<file path="src/rtl/dmem_responder.sv">
// rtl/dmem_responder.sv - MEM-stage data-memory responder with fixed access latency
// Optional feature macro: DMEM_STATS_EN (adds stat_loads/stat_stores/stat_errs counters)
// Ports:
//   clk, reset_n                  rising-edge clock, synchronous active-low reset
//   req_valid, req_ready          request handshake from the MEM stage
//   req_we, req_byte, req_sign    store/load, byte/word, sign-extend byte loads
//   req_addr, req_wdata           byte address, store data (byte stores use [7:0])
//   rsp_valid, rsp_rdata, rsp_err one-cycle response strobe, load data, error flag
//   stall                         high while an accepted access has not yet responded
//   stat_loads/stores/errs        saturating response counters (DMEM_STATS_EN only)
module dmem_responder #(
  parameter int DEPTH_WORDS = 256,
  parameter int LATENCY     = 2
) (
  input  logic        clk,
  input  logic        reset_n,
  input  logic        req_valid,
  output logic        req_ready,
  input  logic        req_we,
  input  logic        req_byte,
  input  logic        req_sign,
  input  logic [15:0] req_addr,
  input  logic [15:0] req_wdata,
  output logic        rsp_valid,
  output logic [15:0] rsp_rdata,
  output logic        rsp_err,
  output logic        stall
`ifdef DMEM_STATS_EN
  ,
  output logic [15:0] stat_loads,
  output logic [15:0] stat_stores,
  output logic [15:0] stat_errs
`endif
);

  localparam int AW = (DEPTH_WORDS > 1) ? $clog2(DEPTH_WORDS) : 1;

  localparam logic [1:0] S_IDLE = 2'd0;
  localparam logic [1:0] S_WAIT = 2'd1;
  localparam logic [1:0] S_RESP = 2'd2;

  // WAIT spends LATENCY-1 cycles, counting WAIT_INIT down to 0.
  localparam logic [3:0]  WAIT_INIT   = (LATENCY > 1) ? 4'(LATENCY - 2) : 4'd0;
  localparam logic [15:0] DEPTH_LIMIT = 16'(DEPTH_WORDS);

  logic [1:0]    state;
  logic [3:0]    count;
  logic          r_we;
  logic          r_byte;
  logic          r_sign;
  logic [15:0]   r_addr;
  logic [15:0]   r_wdata;
  logic [15:0]   mem [DEPTH_WORDS];

  logic          in_resp;
  logic          accept;
  logic          misaligned;
  logic          out_of_range;
  logic          acc_err;
  logic [AW-1:0] widx;
  logic [15:0]   rword;
  logic [7:0]    rbyte;
  logic [15:0]   load_data;

  // Outputs are gated by reset_n so they read 0 for the whole reset cycle,
  // regardless of the state held before reset was asserted.
  assign in_resp   = reset_n && (state == S_RESP);
  assign req_ready = reset_n && ((state == S_IDLE) || (state == S_RESP));
  assign accept    = req_valid && req_ready;
  assign stall     = reset_n && ((state == S_WAIT) ||
                                 ((state == S_IDLE) && req_valid && (LATENCY > 1)));

  assign misaligned   = !r_byte && r_addr[0];
  assign out_of_range = {1'b0, r_addr[15:1]} >= DEPTH_LIMIT;
  assign acc_err      = misaligned || out_of_range;
  assign widx         = r_addr[AW:1];

  // Read happens in the RESP cycle so a store finished earlier is visible.
  assign rword = mem[widx];
  assign rbyte = r_addr[0] ? rword[15:8] : rword[7:0];

  always_comb begin
    load_data = rword;
    if (r_byte) begin
      load_data = {{8{r_sign & rbyte[7]}}, rbyte};
    end
  end

  assign rsp_valid = in_resp;
  assign rsp_err   = in_resp && acc_err;
  assign rsp_rdata = (in_resp && !acc_err && !r_we) ? load_data : 16'h0000;

  always_ff @(posedge clk) begin
    if (!reset_n) begin
      state   <= S_IDLE;
      count   <= 4'd0;
      r_we    <= 1'b0;
      r_byte  <= 1'b0;
      r_sign  <= 1'b0;
      r_addr  <= 16'h0000;
      r_wdata <= 16'h0000;
    end else begin
      if (accept) begin
        r_we    <= req_we;
        r_byte  <= req_byte;
        r_sign  <= req_sign;
        r_addr  <= req_addr;
        r_wdata <= req_wdata;
      end
      case (state)
        S_IDLE, S_RESP: begin
          if (accept) begin
            state <= (LATENCY == 1) ? S_RESP : S_WAIT;
            count <= WAIT_INIT;
          end else begin
            state <= S_IDLE;
          end
        end
        S_WAIT: begin
          if (count == 4'd0) begin
            state <= S_RESP;
          end else begin
            count <= count - 4'd1;
          end
        end
        default: state <= S_IDLE;
      endcase
    end
  end

  // Store commits on the edge that ends RESP; in_resp already excludes reset.
  always_ff @(posedge clk) begin
    if (in_resp && r_we && !acc_err) begin
      if (!r_byte) begin
        mem[widx] <= r_wdata;
      end else if (r_addr[0]) begin
        mem[widx][15:8] <= r_wdata[7:0];
      end else begin
        mem[widx][7:0] <= r_wdata[7:0];
      end
    end
  end

`ifdef DMEM_STATS_EN
  always_ff @(posedge clk) begin
    if (!reset_n) begin
      stat_loads  <= 16'h0000;
      stat_stores <= 16'h0000;
      stat_errs   <= 16'h0000;
    end else if (in_resp) begin
      if (acc_err) begin
        if (stat_errs != 16'hFFFF) stat_errs <= stat_errs + 16'd1;
      end else if (r_we) begin
        if (stat_stores != 16'hFFFF) stat_stores <= stat_stores + 16'd1;
      end else begin
        if (stat_loads != 16'hFFFF) stat_loads <= stat_loads + 16'd1;
      end
    end
  end
`endif

endmodule

</file>
<file path="config.mk">
export PLATFORM = sky130hd
export DESIGN_NAME = dmem_responder
export DESIGN_NICKNAME = d
export VERILOG_FILES = /design/src/rtl/dmem_responder.sv
export SDC_FILE = /design/constraint.sdc
export NUM_CORES = 2
export LEC_CHECK = 0
export CORE_MARGIN = 2
export CORE_UTILIZATION = 43
export DETAILED_ROUTE_END_ITERATION = 16
export PLACE_DENSITY = 0.57
export SYNTH_ARGS = -nofsm -noshare
export SYNTH_HDL_FRONTEND = slang
export SYNTH_SLANG_ARGS = --single-unit
</file>
<file path="constraint.sdc">
create_clock -name clk -period 6.3 [get_ports clk]
set_input_delay 1.26 -clock clk [delete_from_list [all_inputs] [get_ports clk]]
set_output_delay 1.26 -clock clk [all_outputs]
set_load 0.02 [all_outputs]
</file>
# Yosys cells after proc, flatten, opt, wreduce, memory -nomap -nowiden
# Memories as Yosys holds them, arrays and structs flattened. A register that Yosys moved wholly into a read port is not among the register bits.
# Index checks and enable logic that the tools add are counted.
# Widths: inputs -> output; s select.
# classes
addsub,1
order_cmp,1
eq_ne,5
n_mux,24
bitwise,3
reduce_logical,22
# ops
op,count
$mux 8,5
$mux 16,2
$ge 15x9->1 const B,1
$mux 1,12
$logic_and 1x1->1,11
$mux 4,2
$pmux 4 s2,1
$logic_not 4->1,1
$ne 2x2->1 const B,2
$pmux 2 s2,1
$sub 4x1->4 const B,1
$logic_not 1->1,3
$logic_or 1x1->1,3
$reduce_and 3->1,1
$eq 2x1->1 const B,1
$eq 2x2->1 const B,1
$logic_not 2->1,1
$mux 2,1
$ne 2x1->1 const B,1
$or 1x1->1,2
$reduce_bool 2->1,1
$reduce_or 2->1,1
$and 1x1->1,1
# word_totals
reg_bits,41
ramBits,4096
inputBits,38
out_inout_bits,20
word_cells,64
n_memories,1
# mem_list
memory,depth,word_bits,read_ports,rd_clocked_by_memory_dff,write_ports,line,source
mem,256,16,1,1,1,53,logic [15:0] mem [DEPTH_WORDS];

# Depth between registers and ports, before layout
# logic_depth
ltp_word,8
depth_mapped,13
depth_no_buf,8

# Worst setup path before layout
# OpenSTA, ideal clock, no wires.
# synth_timing
path_kind,register -> register
startpoint,register r_wdata[2]
endpoint,"memory mem[0][10], data pin"
arrival_time_ps,5715
required_ps,5745
setup_slack_ps,30
stages_incl_launch_ff,2
path_buffers,0
synth_period_minus_slack_ps,6270
path_cell_list,dfxtp_1 -> mux2_2
# synth_via
elab_chain_len,1
# synth_lines
item,line,source
"start, declared",52,logic [15:0] r_wdata;
"start signal, assigned",108,r_wdata <= req_wdata;
$mux 8 (no line),n/a,
"end, declared",53,
# Every way passes these cells.

==> results.md <==
* Post-synth ARST share at 0
* Grt ovf at 0
* Yosys reg bits at 4145
* CTS tree: done
* Die Width at 614 um
* Post-synth top area cell: edfxtp_1
* Sequential area share after synthesis at 0.775
* Status: completed
* Post-CTS Hold Buffers at 0
* Via/cell ratio at 5.91
* Bufs on Longest Clock Path at 4
* Synth Flop Type: edfxtp_1
* Crit Path Category: reg2out
* Hold Fails Final Rpt at 0
* DP Wirelength at 263 mm
* PwrDens at 316 nW/um^2
* Drt pass-1 iters at 5
* Crit path launch type: flip-flop
* Data required time of the worst path at 5.04 ns
* Ys Warns at 0
* Leak at 59.3 nW
* DRC errors left at 0
* Area Growth Syn to Fin at 15.6%
* Final Setup Violations at 0
* Worst slew pin tran at 1.28 ns
* Slew margin rel. at 0.146
* Distinct cells, synth at 62
* Most frequent cells after synthesis: edfxtp_1, mux4_2, nor2_1
* Mean Syn Cell Area at 22.9 sq um
* DIE AREA at 377000 sq um
* Count leader, synth: edfxtp_1
* Final non-filler cell total at 13000
* Clock sinks at 4145
* First-pass GRT wire length at 598 mm
* Crit path DAT at 4.98 ns
* Root Buffer: clkbuf_16
* Htree depth at 5
* Layout cell share with drive strength beyond 1 at 0.321
* Peak supply drop at 258 uV
* Routed len/inst at 32.6 um
* CTS Buf Count at 422
* Unrepaired setup endpoints after global routing: yes
* Yosys top cell area share at 0.769
* Clk_skew at 0.0592 ns
* # IOs at 58
* Initial Util at 0.431
* Final slew viol count at 0
* Core Region at 371000 sq um
* Worst setup EP type: output pin
* Min Tclk post-route at 6.24 ns
* Post-Syn Area at 160000 sq um
* Vias in the first global route at 77700
* Initial antenna violation count at 20
* Max_cap viols at 0
* Largest net degree at the start of global routing at 212
* Die Y at 614 um
* Clock-pin transition on the worst setup and hold timing paths at 0.06 ns
* DRT antenna net count at 0
* Crit-path max FO at 73
* Inst Count DP at 12200
* Clock Latency Late Sink at 0.98 ns
* Gp weighted congestion at 0.890
* HP Class: reg2reg
* Synth Instances at 7000
* Post-synth EDFFs at 4096
* Util after Layout at 0.498
* Maximum clock rate at 160 MHz
* Top cells by area, synth: edfxtp_1, mux4_2, nor2_1, dfxtp_1, mux2i_1
* Buffers added on ports at 57
* Final wirelength at 424 mm
* Period utilization at 0.990
* Num rows at 224
* 1st-iter DRT viols at 9323
* Vias at 76900
* Gr usage total at 0.224
* # nets final at 7712
* Syn_nets at 7040
## layout by cell type (no fill, tap or decap), drive strengths merged, types with 11 or more instances in the layout
cell and n:
a211oi 16, a21oi 47, a22o 61, a22oi 72, a31oi 11, buf 608, bufinv 36, clkbuf 511
clkdlybuf4s50 41, clkinv 228, clkinvlp 14, dfxtp 49, edfxtp 4096, inv 18, mux2 29, mux2i 84
mux4 1200, nand2 112, nand2b 18, nand3 20, nor2 542, nor2b 23, nor3 31, nor4 14
nor4b 13, o221ai 16, o22ai 31
## per-layer routing
| metal | track usage | part of all wire | vias to the layer above |
|---|---|---|---|
| met3 | 0.0358 | 0.074 | 598 |
| met2 | 0.358 | 0.48 | 3213 |
| met4 | 0.0634 | 0.031 | 6 |
| li1 | - | - | 31100 |
| met1 | 0.320 | 0.41 | 42000 |
| met5 | 0 | 0.000080 | - |
## kinds of logic after synthesis
logic type,after synthesis,synth area share
xor+xnor,2,0.000109
fa+ha+maj,2,0.000156
buf+inv,427,0.0136
mux,1313,0.176
compound gates,297,0.0136
flops,4145,0.775
simple gates,814,0.0216
## area by class of cell
cell class | instances | area, sq um
Antenna cell | 2 | 5.00
Clock buffer | 502 | 11000
Multi-Input combinational cell | 2428 | 34600
Sequential cell | 4145 | 124000
Timing Repair Buffer | 664 | 6470
Tap cell | 4972 | 6220
Inverter | 11 | 53.8
Clock inverter | 285 | 2610
Fill cell | 29300 | 186000
## worst max-delay path: stages (launching register included)
cell	delay [ns]
dfxtp_4	0.39
buf_12	0.20
buf_16	0.26
buf_16	0.39
mux4_2	0.39
mux4_2	0.59
a22oi_2	0.40
a21oi_1	0.13
nor3_2	0.31
buf_4	0.19
or3_1	0.21
a21oi_4	0.15
buf_4	0.21
## path summary, 6_finish.rpt
path,start,end,slack [ns],depth (start not counted)
hold reg to reg,r_addr[11],r_addr[11],0.47,1
hold / removal,r_addr[11],r_addr[11],0.47,1
setup reg to reg,r_byte,mem[211][8],1.47,9
setup / recovery,flip-flop,rsp_rdata[3],0.06,12
## through the flow
step,hold slack [ns],setup slack [ns],setup TNS (ns),cell area (sq um),power (mW)
global route,0.479,-0.0109,-0.0109,185000,60.1
CTS,0.472,-0.00661,-0.00661,185000,58.9
finish,0.469,0.0609,0,185000,58.5
floorplan,0.434,0.0301,0,160000,33.1
global placement,0.452,0.265,0,170000,34.3
detailed placement,0.449,0.259,0,170000,34.4
## power by group
group	internal (mW)	switching (mW)	leakage (nW)	total [mW]
sequential	30.4	0.0991	40.0	30.5
combinational	1.33	2.06	12.7	3.39
clock	14.0	10.6	6.65	24.6
## what timing repair did
item / 4_1_cts / 5_1_grt
buffers inserted: 10 / 0
setup endpoints to repair: 16 / 13
cloned: 3 / 8
resized for setup: 84 / 37
pin swaps: 5 / 6
## flip-flops by register name, summed over array words and instances, names as in the netlist, named ones only
| register | flops |
|---|---|
| r_sign | 1 |
| r_wdata | 16 |
| r_addr | 16 |
| state | 2 |
| mem | 4096 |
| r_byte | 1 |
| r_we | 1 |
| count | 4 |
(Power assumes the default switching activity.)
